File: config.mk
export PLATFORM = sky130hd
export DESIGN_NAME = uart_rx_cfg
export DESIGN_NICKNAME = d
export VERILOG_FILES = /design/src/rtl/uart_rx_cfg.sv
export SDC_FILE = /design/constraint.sdc
export NUM_CORES = 1
export LEC_CHECK = 0
export CORE_MARGIN = 3
export CORE_UTILIZATION = 59
export DETAILED_ROUTE_END_ITERATION = 6
export PLACE_DENSITY_LB_ADDON = 0.2
export SYNTH_ARGS = -nofsm -noshare
export SYNTH_HDL_FRONTEND = slang
export SYNTH_SLANG_ARGS = --single-unit
File: constraint.sdc
create_clock -name clk -period 3.35 [get_ports clk]
set_input_delay 0.335 -clock clk [delete_from_list [all_inputs] [get_ports clk]]
set_output_delay 0.335 -clock clk [all_outputs]
set_load 0.1 [all_outputs]
File: src/rtl/uart_rx_cfg.sv
// Configurable UART receiver: 5..9 data bits, none/odd/even parity, 1 or 2 stop bits,
// 3-sample majority voting, break detection and a one-word valid/ready holding register.
module uart_rx_cfg #(
  parameter int unsigned CLK_FREQ  = 50_000_000,
  parameter int unsigned BAUD_RATE = 115200,
  parameter int unsigned DATA_BITS = 8,
  parameter int unsigned PARITY    = 0,
  parameter int unsigned STOP_BITS = 1,
  parameter int unsigned CNT_W     = 16
) (
  input  logic                 clk,
  input  logic                 rst_n,
  input  logic                 rx_pin,
  output logic [DATA_BITS-1:0] rx_data,
  output logic                 rx_valid,
  input  logic                 rx_ready,
  output logic                 parity_err,
  output logic                 frame_err,
  output logic                 overrun,
  output logic                 break_det,
  output logic                 rx_busy
);

  localparam int unsigned BAUD_DIV = CLK_FREQ / BAUD_RATE;
  localparam int unsigned HALF     = BAUD_DIV / 2;
  localparam logic [CNT_W-1:0] HALF_CNT = CNT_W'(HALF);
  localparam logic [CNT_W-1:0] LAST_CNT = CNT_W'(BAUD_DIV - 1);
  localparam logic [3:0] LAST_DATA = 4'(DATA_BITS - 1);
  localparam logic [3:0] LAST_STOP = 4'(STOP_BITS - 1);
  localparam logic HAS_PAR  = (PARITY != 0);
  localparam logic ODD_MODE = (PARITY == 1);

  typedef enum logic [2:0] {
    S_IDLE, S_START, S_DATA, S_PARITY, S_STOP, S_WAIT_IDLE
  } state_t;

  function automatic logic maj3(input logic [2:0] v);
    return (v[0] & v[1]) | (v[0] & v[2]) | (v[1] & v[2]);
  endfunction

  function automatic logic parity_bad(input logic [DATA_BITS-1:0] d, input logic p);
    return ((^d) ^ p) != ODD_MODE;
  endfunction

  state_t               state_q, state_d;
  logic                 s1_q, s1_d, s2_q, s2_d;
  logic [2:0]           sh_q, sh_d;
  logic [CNT_W-1:0]     cnt_q, cnt_d;
  logic [3:0]           bit_q, bit_d;
  logic [DATA_BITS-1:0] shift_q, shift_d;
  logic                 par_bit_q, par_bit_d, pe_q, pe_d;
  logic                 stop0_q, stop0_d, fe_q, fe_d;
  logic [DATA_BITS-1:0] rx_data_q, rx_data_d;
  logic                 rx_valid_q, rx_valid_d, parity_err_q, parity_err_d;
  logic                 frame_err_q, frame_err_d, overrun_q, overrun_d;
  logic                 break_q, break_d, busy_q, busy_d;
  logic                 maj, stop0_now, fe_now;

  assign maj = maj3(sh_q);

  // Next-state and output computation for the receive FSM and holding register.
  always_comb begin
    s1_d = rx_pin;
    s2_d = s1_q;
    sh_d = {sh_q[1:0], s2_q};
    state_d = state_q;
    cnt_d = cnt_q;
    bit_d = bit_q;
    shift_d = shift_q;
    par_bit_d = par_bit_q;
    pe_d = pe_q;
    stop0_d = stop0_q;
    fe_d = fe_q;
    stop0_now = stop0_q;
    fe_now = fe_q;
    rx_data_d = rx_data_q;
    rx_valid_d = rx_valid_q;
    parity_err_d = parity_err_q;
    frame_err_d = frame_err_q;
    overrun_d = 1'b0;
    break_d = 1'b0;

    if (rx_valid_q && rx_ready) begin
      rx_valid_d = 1'b0;
      parity_err_d = 1'b0;
      frame_err_d = 1'b0;
    end else begin
      rx_valid_d = rx_valid_q;
    end

    case (state_q)
      S_IDLE: begin
        if (s2_q && !s1_q) begin
          state_d = S_START;
          cnt_d = {CNT_W{1'b0}};
        end else begin
          state_d = S_IDLE;
        end
      end
      S_START: begin
        if (cnt_q == HALF_CNT) begin
          cnt_d = {CNT_W{1'b0}};
          if (!maj) begin
            state_d = S_DATA;
            bit_d = 4'd0;
            par_bit_d = 1'b0;
            pe_d = 1'b0;
            stop0_d = 1'b1;
            fe_d = 1'b0;
          end else begin
            state_d = S_IDLE;
          end
        end else begin
          cnt_d = cnt_q + CNT_W'(1);
        end
      end
      S_DATA: begin
        if (cnt_q == LAST_CNT) begin
          cnt_d = {CNT_W{1'b0}};
          shift_d = {maj, shift_q[DATA_BITS-1:1]};
          if (bit_q == LAST_DATA) begin
            bit_d = 4'd0;
            state_d = HAS_PAR ? S_PARITY : S_STOP;
          end else begin
            bit_d = bit_q + 4'd1;
          end
        end else begin
          cnt_d = cnt_q + CNT_W'(1);
        end
      end
      S_PARITY: begin
        if (cnt_q == LAST_CNT) begin
          cnt_d = {CNT_W{1'b0}};
          par_bit_d = maj;
          pe_d = parity_bad(shift_q, maj);
          bit_d = 4'd0;
          state_d = S_STOP;
        end else begin
          cnt_d = cnt_q + CNT_W'(1);
        end
      end
      S_STOP: begin
        if (cnt_q == LAST_CNT) begin
          cnt_d = {CNT_W{1'b0}};
          stop0_now = (bit_q == 4'd0) ? maj : stop0_q;
          fe_now = fe_q | ~maj;
          stop0_d = stop0_now;
          fe_d = fe_now;
          if (bit_q == LAST_STOP) begin
            bit_d = 4'd0;
            // A break (all-zero frame) is reported but never delivered or counted as overrun.
            if ((shift_q == {DATA_BITS{1'b0}}) && !par_bit_q && !stop0_now) begin
              break_d = 1'b1;
              state_d = S_WAIT_IDLE;
            end else begin
              if (!rx_valid_q || rx_ready) begin
                rx_data_d = shift_q;
                rx_valid_d = 1'b1;
                parity_err_d = pe_q;
                frame_err_d = fe_now;
              end else begin
                overrun_d = 1'b1;
              end
              state_d = fe_now ? S_WAIT_IDLE : S_IDLE;
            end
          end else begin
            bit_d = bit_q + 4'd1;
          end
        end else begin
          cnt_d = cnt_q + CNT_W'(1);
        end
      end
      S_WAIT_IDLE: begin
        if (s2_q) begin
          state_d = S_IDLE;
        end else begin
          state_d = S_WAIT_IDLE;
        end
      end
      default: begin
        state_d = S_IDLE;
      end
    endcase

    busy_d = (state_d != S_IDLE);
  end

  // State, datapath and registered outputs.
  always_ff @(posedge clk or negedge rst_n) begin
    if (!rst_n) begin
      state_q <= S_IDLE;
      s1_q <= 1'b1;
      s2_q <= 1'b1;
      sh_q <= 3'b111;
      cnt_q <= {CNT_W{1'b0}};
      bit_q <= 4'd0;
      shift_q <= {DATA_BITS{1'b0}};
      par_bit_q <= 1'b0;
      pe_q <= 1'b0;
      stop0_q <= 1'b1;
      fe_q <= 1'b0;
      rx_data_q <= {DATA_BITS{1'b0}};
      rx_valid_q <= 1'b0;
      parity_err_q <= 1'b0;
      frame_err_q <= 1'b0;
      overrun_q <= 1'b0;
      break_q <= 1'b0;
      busy_q <= 1'b0;
    end else begin
      state_q <= state_d;
      s1_q <= s1_d;
      s2_q <= s2_d;
      sh_q <= sh_d;
      cnt_q <= cnt_d;
      bit_q <= bit_d;
      shift_q <= shift_d;
      par_bit_q <= par_bit_d;
      pe_q <= pe_d;
      stop0_q <= stop0_d;
      fe_q <= fe_d;
      rx_data_q <= rx_data_d;
      rx_valid_q <= rx_valid_d;
      parity_err_q <= parity_err_d;
      frame_err_q <= frame_err_d;
      overrun_q <= overrun_d;
      break_q <= break_d;
      busy_q <= busy_d;
    end
  end

  assign rx_data    = rx_data_q;
  assign rx_valid   = rx_valid_q;
  assign parity_err = parity_err_q;
  assign frame_err  = frame_err_q;
  assign overrun    = overrun_q;
  assign break_det  = break_q;
  assign rx_busy    = busy_q;

endmodule

==> flow_metrics.tcl <==
set metrics [dict create \
    synth_nets 289 \
    antenna_found_initial 0 \
    rsz0062_at_grt "false" \
    die_y_um 74.7 \
    synth.avg_cell_area_um2 10.1 \
    tritoncts "yes" \
    initial_core_util_pct 62.7 \
    grt_usage_pct 22.3 \
    drcViolationCount 0 \
    fin_crit_sh_pct 79.2 \
    postCtsHoldBufs 0 \
    grt_pass1_wl_um 9470 \
    async_reset_ff_share_pct 100 \
    worstPathArrival_ns 2.84 \
    rows 24 \
    ir_drop_uv 251 \
    clockBufferDepth 2 \
    holdWs_ns -0.0118 \
    ys_ff_latch 53 \
    cts_setup_buffers 0 \
    boundaryPins 18 \
    cts_resized 0 \
    max_cap_viol_count 0 \
    synth-edff-count 0 \
    start_kind "flop" \
    wl_per_cell_um 16.1 \
    n_fill_cell 346 \
    crit_type "reg -> reg" \
    dr_total_vias 2144 \
    drtPass1Iterations 4 \
    power_density_nw_per_um2 426 \
    reg2reg_slack_ns 0.70 \
    path_max_fanout 7 \
    h-tree-depth 2 \
    path_clk_slew_ns 0.10 \
    antenna_cells 0 \
    num-nets-final 307 \
    min_path_type "in -> async" \
    synthDistinctLibCells 56 \
    fin_tns_setup_ns 0 \
    grt_max_degree 31 \
    grt-ovfl-total 0 \
    seq_area_frac_synth_pct 47.8 \
    post-route-min-period_ns 2.65 \
    drtIter0Drc 196 \
    clock.fmax_mhz 377 \
    syn_to_final_growth_pct 10.8 \
    die-area_um2 5590 \
    place.detailed.hpwl_um 4040 \
    outcome "finished, violations left" \
    portBuffers 17 \
    leakagePower_nw 1.28 \
    viasPerCell 6.16 \
    cts.root.buffer_cell "clkbuf_8" \
    clk_latency_ns 0.31 \
    cts_buffers 5 \
    tightest_slew_ns 1.02 \
    finalMaxSlewViolations 0 \
    wirelength_um 5620 \
    finalHoldViolCount 20 \
    globalplace.congestion 0.910 \
    grt_pass1_vias 1955 \
    die_width_um 74.7 \
    syn_inst 277 \
    end_kind "flop" \
    syn_area_um2 2790 \
    cts.sinks 53 \
    synth-warning-count 0 \
    max_slew_margin_pct 31.4 \
    violations "negative hold slack" \
    setup-violations-final 0 \
    final.setup_skew_ns 0.00978 \
    ys.flop_type "dfrtp_1" \
    drive_gt1_share_pct 11.1 \
    core_um2 4440 \
    ant_nets 0 \
    required_ns 3.54 \
]
==> cell usage after synthesis (all sizes together) (2+ instances only) <==
cell	number	area, um2
dfrtp	48	1200
nand2	25	93.8
o21ai	24	124
nor2	18	70.1
inv	15	56.3
mux2	9	101
ha	8	100
nor2b	8	50.1
xnor2	8	70.1
a21oi	7	35.0
clkbuf	7	26.3
nand3	7	35.0
nand4	7	43.8
nor4	7	58.8
nor3	6	30.0
dfstp	5	131
nor4b	5	50.0
mux2i	4	40.0
nand2b	4	25.0
nand3b	4	30.0
or4	4	30.0
xor2	4	35.0
and3	3	20.0
nand4b	3	26.3
nor3b	3	22.5
o31ai	3	22.5
or3	3	18.8
or4b	3	30.0
a21o	2	15.0
a22o	2	17.5
and4	2	17.5
buf	2	16.3
o22ai	2	12.5
or3b	2	17.5
==> cell type report <==
cell class | instances | area [um2] | share of cell area, %
Multi-Input combinational cell | 200 | 1360 | 43.9
Clock buffer | 5 | 68.8 | 2.23
Timing Repair Buffer | 20 | 188 | 6.08
Sequential cell | 53 | 1330 | 43.1
Inverter | 15 | 56.3 | 1.82
Clock inverter | 3 | 22.5 | 0.729
Tap cell | 52 | 65.1 | 2.11
==> worst max-delay path, stage by stage (launching register included) <==
cell     delay [ns]
dfrtp_1        0.47
or4b_1         0.56
or4b_1         0.72
nor4_4         0.32
o21ai_2        0.08
or3b_1         0.37
==> cell families (layout without fill, tap and decap cells) <==
| kind of cell | after synthesis | after routing | share of synthesized area [%] |
|---|---|---|---|
| buffers and inverters | 24 | 43 | 3.55 |
| xor gates and xnor gates | 12 | 12 | 3.77 |
| AOI/OAI and AO/OA | 48 | 48 | 10.4 |
| and+or+nand+nor | 118 | 118 | 25.4 |
| DFF | 53 | 53 | 47.8 |
| muxes | 13 | 13 | 5.07 |
| adders and majority gates | 9 | 9 | 3.95 |
==> routing by layer <==
metal  vias up  track usage [%]  part of all wire, %  wire length [um]
li1       1040                -                    -                 -
met1      1024             32.5                   47              2660
met2        70             33.3                   45              2550
met3        10             5.07                  5.7               319
met4         0             7.11                  1.6                91
met5         -                0                    0                 0
==> flip-flops by register name, summed over array words and instances, names as in the netlist, 3 cells and up <==
register	count
cnt_q	16
shift_q	8
sh_q	3
state_q	3
rx_data	8
bit_q	4
==> per-stage QoR <==
stage                     utilization (%)  setup slack [ns]  instance area (um2)  total power [mW]  std cells
after detailed placement             67.5             0.717                 3000             0.955        340
after global routing                 69.5             0.597                 3090              1.38        348
after global placement               67.5             0.798                 3000             0.951        340
after CTS                            69.5             0.707                 3090              1.32        348
after floorplan                         -             0.920                 2790             0.887        277
final                                69.5             0.698                 3090              1.31        348
==> path summary, 6_finish.rpt <==
kind | cells past startpoint | endpoint | start
min in group clk | 0 | s2_q | s1_q
worst max register to register | 5 | rx_busy | cnt_q[9]
worst min register to register | 0 | s2_q | s1_q
worst max-delay path | 5 | rx_busy | cnt_q[9]
worst min-delay path | 1 | rx_data[2] | rst_n
max in group asynchronous | 2 | sh_q[2] | rst_n
==> where the power goes <==
part | internal [mW] | switching (mW)
sequential | 0.680 | 0.0554
clock | 0.149 | 0.218
combinational | 0.0754 | 0.137
total | 0.904 | 0.411
==> layout by cell type (no fill, tap or decap), drive strengths merged, types with 4 or more instances in the layout <==
| cell type | instances |
|---|---|
| a21oi | 7 |
| buf | 4 |
| clkbuf | 5 |
| clkdlybuf4s50 | 16 |
| dfrtp | 48 |
| dfstp | 5 |
| ha | 8 |
| inv | 15 |
| mux2 | 9 |
| mux2i | 4 |
| nand2 | 25 |
| nand2b | 4 |
| nand3 | 7 |
| nand3b | 4 |
| nand4 | 7 |
| nor2 | 18 |
| nor2b | 8 |
| nor3 | 6 |
| nor4 | 7 |
| nor4b | 5 |
| o21ai | 24 |
| or4 | 4 |
| xnor2 | 8 |
| xor2 | 4 |
Note: power is estimated with default switching activity, not from simulation.
